<file path="src/rtl/timer_counter.sv">
// timer_counter
// -----------------------------------------------------------------------------
// Counting stage of the APB timer. It takes the enable and prescaler settings
// from the timer control register. It produces a prescaled count-enable pulse
// and keeps a 64-bit free-running count. Software can read and write the count
// as two 32-bit data registers.
//
// Ports
//   clk       in   1   system clock
//   rst_n     in   1   asynchronous active-low reset
//   timer_en  in   1   counting enable
//   div_en    in   1   prescaler enable
//   div_val   in   4   prescaler exponent (0..8): one pulse per 2^div_val cycles
//   halt_req  in   1   debug halt request
//   addr      in  32   APB register byte address
//   wr_en     in   1   APB write strobe (one cycle per access)
//   wdata     in  32   APB write data
//   cnt_en    out  1   count-enable pulse; the count advances in this cycle
//   cnt       out 64   current count {tdr1, tdr0}
//   tdr0      out 32   count[31:0]
//   tdr1      out 32   count[63:32]
//   halt_ack  out  1   halt_req delayed by one cycle
// -----------------------------------------------------------------------------
module timer_counter #(
    parameter logic [31:0] TDR0_ADDR = 32'h004,
    parameter logic [31:0] TDR1_ADDR = 32'h008
) (
    input  logic        clk,
    input  logic        rst_n,
    input  logic        timer_en,
    input  logic        div_en,
    input  logic [3:0]  div_val,
    input  logic        halt_req,
    input  logic [31:0] addr,
    input  logic        wr_en,
    input  logic [31:0] wdata,
    output logic        cnt_en,
    output logic [63:0] cnt,
    output logic [31:0] tdr0,
    output logic [31:0] tdr1,
    output logic        halt_ack
);

    logic [63:0] cnt_q, cnt_d;
    logic [7:0]  int_cnt_q, int_cnt_d;
    logic        halt_ack_q;
    logic        timer_en_dly_q;

    logic [8:0]  limit_full;
    logic        count_active;
    logic        prescale_hit;
    logic        wr_lo, wr_hi;
    logic        en_fall;

    // The prescaler limit is (1 << div_val) - 1.
    // A 9-bit intermediate keeps div_val = 8 (limit 255) exact.
    assign limit_full   = (9'd1 << div_val) - 9'd1;

    assign count_active = timer_en & ~halt_ack_q;

    // '>=' rather than '==' so that lowering div_val below the current
    // prescaler phase fires at once instead of waiting for an 8-bit wrap.
    assign prescale_hit = ~div_en | (int_cnt_q >= limit_full[7:0]);

    // Gate with rst_n so that no pulse leaks out while reset is held.
    // timer_en may still be high from the control register during reset.
    assign cnt_en  = rst_n & count_active & prescale_hit;

    assign wr_lo   = wr_en & (addr == TDR0_ADDR);
    assign wr_hi   = wr_en & (addr == TDR1_ADDR);
    assign en_fall = timer_en_dly_q & ~timer_en;

    // Prescaler phase.
    always_comb begin
        int_cnt_d = int_cnt_q;
        if (!timer_en || !div_en) begin
            int_cnt_d = 8'd0;
        end else if (!halt_ack_q) begin
            if (prescale_hit) begin
                int_cnt_d = 8'd0;
            end else begin
                int_cnt_d = int_cnt_q + 8'd1;
            end
        end
    end

    // Count update. A software write wins over everything else, and only the
    // written half changes. A halt freezes the count, including the clear on
    // disable. Otherwise a timer_en falling edge clears the count, or a pulse
    // increments it. The increment wraps silently.
    always_comb begin
        cnt_d = cnt_q;
        if (wr_lo || wr_hi) begin
            if (wr_lo) begin
                cnt_d[31:0] = wdata;
            end
            if (wr_hi) begin
                cnt_d[63:32] = wdata;
            end
        end else if (!halt_ack_q) begin
            if (en_fall) begin
                cnt_d = 64'd0;
            end else if (cnt_en) begin
                cnt_d = cnt_q + 64'd1;
            end
        end
    end

    always_ff @(posedge clk or negedge rst_n) begin
        if (!rst_n) begin
            cnt_q          <= 64'd0;
            int_cnt_q      <= 8'd0;
            halt_ack_q     <= 1'b0;
            timer_en_dly_q <= 1'b0;
        end else begin
            cnt_q          <= cnt_d;
            int_cnt_q      <= int_cnt_d;
            halt_ack_q     <= halt_req;
            timer_en_dly_q <= timer_en;
        end
    end

    assign cnt      = cnt_q;
    assign tdr0     = cnt_q[31:0];
    assign tdr1     = cnt_q[63:32];
    assign halt_ack = halt_ack_q;

endmodule

</file>
<file path="config.mk">
export PLATFORM = sky130hd
export DESIGN_NAME = timer_counter
export DESIGN_NICKNAME = d
export VERILOG_FILES = /design/src/rtl/timer_counter.sv
export SDC_FILE = /design/constraint.sdc
export NUM_CORES = 1
export LEC_CHECK = 0
export ABC_AREA = 1
export CORE_UTILIZATION = 45
export CTS_BUF_LIST = sky130_fd_sc_hd__clkbuf_4 sky130_fd_sc_hd__clkbuf_8 sky130_fd_sc_hd__clkbuf_16
export CTS_CLUSTER_SIZE = 8
export DETAILED_ROUTE_END_ITERATION = 8
export GPL_TIMING_DRIVEN = 0
export HOLD_SLACK_MARGIN = 0.12
export PLACE_DENSITY_LB_ADDON = 0.2
export SKIP_LAST_GASP = 1
export SLEW_MARGIN = 20
export SYNTH_ARGS = -nofsm -noshare
export SYNTH_HDL_FRONTEND = slang
export SYNTH_SLANG_ARGS = --single-unit
</file>
<file path="constraint.sdc">
create_clock -name clk -period 5.28 [get_ports clk]
set_input_delay 1.056 -clock clk [delete_from_list [all_inputs] [get_ports clk]]
set_output_delay 1.056 -clock clk [all_outputs]
set_load 0.1 [all_outputs]
</file>
==> metrics list, run 1 <==
* Wire length of the first global-routing pass: 39560 um
* Hold WC Path Type: reg2reg
- For this run, design rule violations remaining after detail routing come to 0.
- Synth Instances: 1151
- Of all cell types, the one taking the most synthesized area is dfrtp_1.
- Nets: 1451
- Counting every net in the synthesized netlist gives 1236.
- Most frequent cell after synthesis: nand2_1
* VDD IR max: 0.0001338 V
- STA classifies the critical path endpoint as an output pin.
- Cell types with the highest counts after synthesis: nand2_1 (493), nor2_1 (163), inv_1 (76)
- The floorplan step defined a die boundary enclosing 16250 um2.
* Most frequent cell on the critical path: nand2_1
- Total number of vias: 8137
- The worst setup path is launched from an input pin.
- Max Buffers Root-to-Sink: 2
- Pin slew with the least headroom to its limit: 980.9 ps
* Yosys warns: 0
* Syn avg cell area: 6.154 um2
- In this run the remaining antenna-violating nets after routing total 0.
- The mapped netlist covers 7083 um2.
* Fin area: 9686 um2
* FMAX: 209.0 MHz
- Post-placement cell area: 9397 um2
- Num ports: 204
- Of the post-synthesis cell area, the dominant cell type holds 0.2614.
- Peak per-stage delay on the critical path: 540 ps
- The clock drives 74 sinks.
- Clock-pin slew of the registers on the worst-case setup and hold paths: 60 ps
- Total global-route track usage: 0.3259
- Post-synth EDFFs: 0
- The number of hold violations in the final report was 0.
* Maximum number of pins on one net before global-route repair: 45
- Walking the worst path, the cells encountered are clkdlybuf4s50_1 > nor2_1 > nand3b_1 > ha_1 > nand2_1 > or3_1 > o211ai_1 > ha_1 > nand2_1 > nor2_1 > nor2_1 > nand2_1 > nand2_1 > inv_1 > clkbuf_2.
- Of the cells placed in the final design, the portion with a size suffix greater than 1 is 0.1204.
- Htree depth: 3
- Number of placed cells counting well taps: 1566
* Time the final worst path needs with I/O delays and setup: 4786 ps
- Most used flip-flop cell after synthesis: dfrtp_1
- The finished layout holds 1581 standard cells, fillers aside.
* Flip-flop and latch count after synthesis: 74
* Dominant cells by area after synthesis: dfrtp_1 (26%), nand2_1 (26%), nor2_1 (8.6%)
- Period Utilization, post-route: 0.9064
- In this run, CTS created clock tree buffers numbering 9.
- Buf/Inv on CP: 3
- For this block, the routed nets add up to 26140 um of wire.
* CP arrival: 3730 ps
- Final estimated routing congestion in global placement: 1.004
- In this run the worst path has a maximum fanout of 4.
* Setup repair after global routing missed its margin: false
- Number of optimization iterations in the first detailed-route pass: 6
* Slew Limit Headroom: 0.3440
* Height of the die: 127.5 um
* Number of endpoints failing setup at the final stage: 0
* CTS hold repair buffers: 0
- Vias per cell: 5.147
* Top cell family by delay on the critical path: simple AND/OR/NAND/NOR gates
- For this block, the initial DRC count from the detailed router was 710.
- The later pin in the worst-skew pair is clocked with a latency of 350 ps.
* Overall power after layout: 1626 uW
- The worst setup path is of the in2out kind.
* Aggregate global routing overflow: 0
* IO Port Bufs: 203
- The number of antenna violations at the first check in global routing was 0.
* Share of synthesized registers carrying an async set or reset: 1.000
- Buffers added to address setup during post-CTS repair amount to 0.
* Required time worst endpoint: 4220 ps
- Vias in the first global route: 7273
- For this run, the register share of the synthesized area comes to 0.2614.
- Hold timing on the final database bottoms out at a slack of 543.6 ps.
- Cell chosen for the clock root: clkbuf_16
* Number of distinct library cell variants in the gate-level netlist after synthesis: 39
- CORE AREA: 15260 um2
* Routed wirelength normalized by instance count: 16.53 um
- Worst Skew: 6.350 ps
* Library cell contributing the largest single delay on the critical path: clkdlybuf4s50_1
- Static Leak: 0.004414 uW
* Post-route setup TNS: 0 ps
- The initial utilization of the core area, before any placement, comes to 0.4642.
* Chip width: 127.5 um
* Count of final max-slew check failures: 0
- TritonCTS built the clock tree.
- PwrDens: 167.9 nW/um2
* Diodes inserted: 0
* Site row count: 45
- Outcome: finished clean
* Area Overhead vs Synth: 36.74%
- HPWL Detailed: 21030 um
- Max cap viols: 0
-- final cells by class --
type	instances	area (um2)
plain buffers	84	651.9
clock buffers	12	254.0
clock inverters	3	40.04
fillers	1518	5573
inverters	81	304.0
multi-input cells	912	4275
flip-flops and latches	74	1852
well taps	211	264.0
repair buffers	204	2044
-- routing by layer --
layer  global-route usage  vias up  routed length [um]
met3              0.06407       49                2431
met2               0.5069      402               11570
li1                     -     3959                   -
met1               0.4503     3727               11500
met5                    0        -                   0
met4               0.1113        0                 631
-- where the power goes --
group / switching [uW] / leakage (uW) / total (uW) / internal, uW
sequential: 24.2 / 0.00103 / 602 / 578
clock: 250 / 0.000149 / 635 / 386
combinational: 259 / 0.00324 / 388 / 129
total: 533 / 0.00441 / 1630 / 1090
-- worst register-to-register path, cell delays in order, from the launching register on --
cell,delay (ps)
dfrtp_1,480
ha_1,330
nand2_2,90
nor2_2,240
nand2_4,130
nor2_4,160
nand2_1,160
nor2_1,220
nand3_1,100
nand3_1,170
nand2_1,70
nand2_1,50
nand2_1,40
-- placed cells by master (no fill, tap or decap), drive strengths merged --
master,instances
a211oi,1
a21boi,2
a21oi,6
a31oi,1
and2,3
and3,1
buf,86
bufinv,1
clkbuf,13
clkdlybuf4s50,201
clkinv,2
dfrtp,74
ha,11
inv,81
nand2,515
nand3,62
nand3b,4
nand4,8
nor2,191
nor3,2
nor3b,1
o211ai,1
o21ai,50
o21bai,18
o31ai,1
or2,2
or3,1
xnor2,9
xor2,22
-- logic make-up after synthesis --
family                     share of synthesized area
and+or+nand+nor                               0.4741
xor gates and xnor gates                     0.03833
buffers and inverters                         0.1350
adders and majority gates                    0.01943
AOI/OAI and AO/OA                            0.07172
DFF                                           0.2614
-- worst paths after layout --
kind | slack (ps) | cells past startpoint | endpoint | start
worst min register to register | 540 | 1 | int_cnt_q[0] | int_cnt_q[0]
worst max-delay path | 490 | 15 | cnt_en | div_val[3]
min in group asynchronous | 660 | 1 | cnt[9] | rst_n
max in group asynchronous | 4020 | 2 | cnt[53] | rst_n
worst min-delay path | 540 | 1 | int_cnt_q[0] | int_cnt_q[0]
worst max register to register | 2940 | 12 | cnt[58] | cnt[0]
-- sequential cells by signal, summed over array words and instances (netlist names) --
register and flops:
cnt 64, halt_ack 1, int_cnt_q 8, timer_en_dly_q 1
-- metrics by stage --
| step | setup slack (ps) | utilization |
|---|---|---|
| floorplan | 1106 | - |
| global placement | -1588 | 0.6147 |
| detailed placement | -150.1 | 0.6158 |
| CTS | 119.7 | 0.6350 |
| global route | 227.8 | 0.6348 |
| finish | 494.2 | 0.6348 |
-- repair_timing --
action,CTS,global route
endpoints found under the hold margin,0,0
endpoints found under the setup margin,1,1
gates resized for setup,1,2
Note: power is estimated with default switching activity, not from simulation.
==> inputs of run 2 (changes only) <==
CORE_UTILIZATION = 53   (was 45)
CTS_BUF_LIST = default   (was sky130_fd_sc_hd__clkbuf_4 sky130_fd_sc_hd__clkbuf_8 sky130_fd_sc_hd__clkbuf_16)
==> run 2 against run 1 <==
Against the previous run: sequential power about the same; clock power shrank 2%; power is 0.74% lower; cell count down 2.5%; fmax fell by 0.92%; utilization grew 12 points; cell area fell by 0.52%; die area shrank 15%; flip-flop and latch count did not move; worst setup slack got worse by 44 ps; routed wire length up 3.6%; combinational power about the same; largest cell class unchanged.
==> metrics list, run 2 (same netlist as run 1, synthesis figures left out) <==
* Clock-pin slew of the registers on the worst-case setup and hold paths: 60 ps
- Part of the total power dissipated in the clock network: 0.386
* Final estimated routing congestion in global placement: 1.011
* DRC errors left: 0
- In the final design database the tool counted 1451 nets.
- In this run the clock root is driven by a clkbuf_16.
* Most frequent cells in the layout: nand2_1 (493), clkdlybuf4s50_1 (201), nor2_1 (163), inv_1 (76), dfrtp_1 (74)
- Diodes inserted: 0
* Routed wirelength normalized by instance count: 17.57 um
- Once layout is complete, the utilization of the core stands at 0.7513.
- Number of optimization iterations in the first detailed-route pass: 8
- In this run the deepest clock path goes through 2 buffers.
* Seq pwr share: 0.373
- TritonCTS built the clock tree.
- PwrDens: 167.5 nW/um2
* VDD IR max: 0.0001393 V
* Logic gate share of total power: 0.241
* Met3 Resource Use GR: 0.07316
* Required time worst endpoint: 4220 ps
- The final layout contains routed wiring with a total length of 27090 um.
* IO Port Bufs: 203
- Clock latency of the later-clocked register in the worst-skew pair: 350 ps
- For the final routed database, the setup TNS stands at 0 ps.
- GR Util met2: 0.6121
- Number of endpoints failing setup at the final stage: 0
- Once detailed placement completed, the half-perimeter wirelength came to 21540 um.
- Peak fanout along the critical path: 4
- Worst Skew: 9.246 ps
- Initial Util: 0.5523
- The number of global-route vias before repair is 7826.
- Antenna violations before repair: 0
* Net switching power figure: 542.9 uW
* Aggregate global routing overflow: 0
* Time the final worst path needs with I/O delays and setup: 4830 ps
- Hold WC Path Type: reg2reg
- Setup repair after global routing left no endpoint under its margin.
- Nature of the critical path startpoint: input pin
- Critical path class: in2out
- The global routing stage identified its most utilized layer as met2.
- Dividing the detail-routed via count by the number of cells gives 5.455.
* Htree depth: 3
- Pin slew with the least headroom to its limit: 1003 ps
- Num ports: 204
- The finished cells cover 9635 um2.
* Slew Limit Headroom: 0.3292
* CP arrival: 3770 ps
- In this run the static leakage power is 0.004406 uW.
* Total number of vias: 8412
* CP endpoint kind: output pin
- The library cell used most frequently in the layout, excluding fill and tap cells, is nand2_1.
* Height of the die: 117.6 um
* Total global-route track usage: 0.3893
* FMAX: 207.0 MHz
- Site row count: 41
* CORE AREA: 12820 um2
- Chip width: 117.6 um
* P_int: 1071 uW
- Clk sinks: 74
- Period Utilization, post-route: 0.9148
- Area enclosed by the die boundary: 13830 um2
- Wire length of the first global-routing pass: 41290 um
* Met1 Usage GRT: 0.5132
* Count of final max-slew check failures: 0
* Number of buffers inserted during clock tree synthesis: 9
- Sw frac: 0.3364
- Layout cell share with drive strength beyond 1: 0.1197
- Once placement finished, the instance area stood at 9355 um2.
* Maximum number of pins on one net before global-route repair: 56
- Final hold vios: 0
* ANT nets after route: 0
- The register with the most flip-flops in the layout has 64 of them.
- Area Overhead vs Synth: 36.04%
- Max cap viols: 0
* Outcome: finished clean
- The worst register-to-register path has a setup slack of 2910 ps.
- Number of DRC markers after the initial detailed-route iteration: 1233
## run 2: changes by cell type in the layout (fill, tap and decap cells not counted), sizes merged
cell,delta
clkbuf,-2
clkinv,+1
clkinvlp,+1
## run 2: worst max-delay path, stage by stage
cell,delay [ps]
clkdlybuf4s50_1,540
nor2_1,110
nand3b_1,100
ha_1,190
nand2_1,80
or3_1,300
o211ai_1,90
ha_1,250
nand2_1,80
nor2_1,50
nor2_1,150
nand2_1,80
nand2_1,240
inv_1,70
clkbuf_2,370
## run 2: cell type report
cell class / instances / area [um2]
multi-input cells: 912 / 4275
fillers: 1030 / 3189
repair buffers: 204 / 2052
flip-flops and latches: 74 / 1852
plain buffers: 84 / 651.9
inverters: 81 / 304.0
clock buffers: 10 / 229.0
well taps: 172 / 215.2
clock inverters: 5 / 56.30
## run 2: metrics by stage
stage / hold slack [ps] / total power (uW) / setup slack [ps] / std cells
2_1_floorplan: 476.4 / 852.1 / 1106 / 1151
3_3_place_gp: 498.2 / 987.3 / -1502 / 1526
6_report: 530.8 / 1614 / 449.9 / 1542
3_5_place_dp: 521.5 / 998.0 / -186.5 / 1527
4_1_cts: 533.3 / 1603 / 82.98 / 1542
5_1_grt: 562.7 / 1649 / 264.1 / 1542
## run 2: worst paths after layout
path                                      to  cells past startpoint    startpoint
worst min-delay path            int_cnt_q[0]                      1  int_cnt_q[0]
worst min register to register  int_cnt_q[0]                      1  int_cnt_q[0]
worst max register to register       cnt[58]                     12        cnt[0]
min in group asynchronous             cnt[8]                      1         rst_n
worst max-delay path                  cnt_en                     15    div_val[2]
max in group asynchronous            cnt[46]                      2         rst_n
## run 2: timing repair
action                                  CTS  global route
endpoints found under the setup margin    1             1
pin swaps                                 0             0
setup buffers                             0             0
hold buffers                              0             0
resized for setup                         1             2
## run 2: per-layer routing
metal	up-vias	routed length, um
li1	3947	-
met1	3799	10730
met2	578	12270
met3	88	3074
met4	0	1023
met5	-	0
## run 2: power by group through the flow
stage | Sequential (uW) | Clock, uW | Combinational [uW]
2_1_floorplan | 678 | 0 | 174
5_1_grt | 604 | 638 | 407
6_report | 602 | 622 | 389
3_3_place_gp | 612 | 0 | 375
3_5_place_dp | 612 | 0 | 386
4_1_cts | 602 | 614 | 387
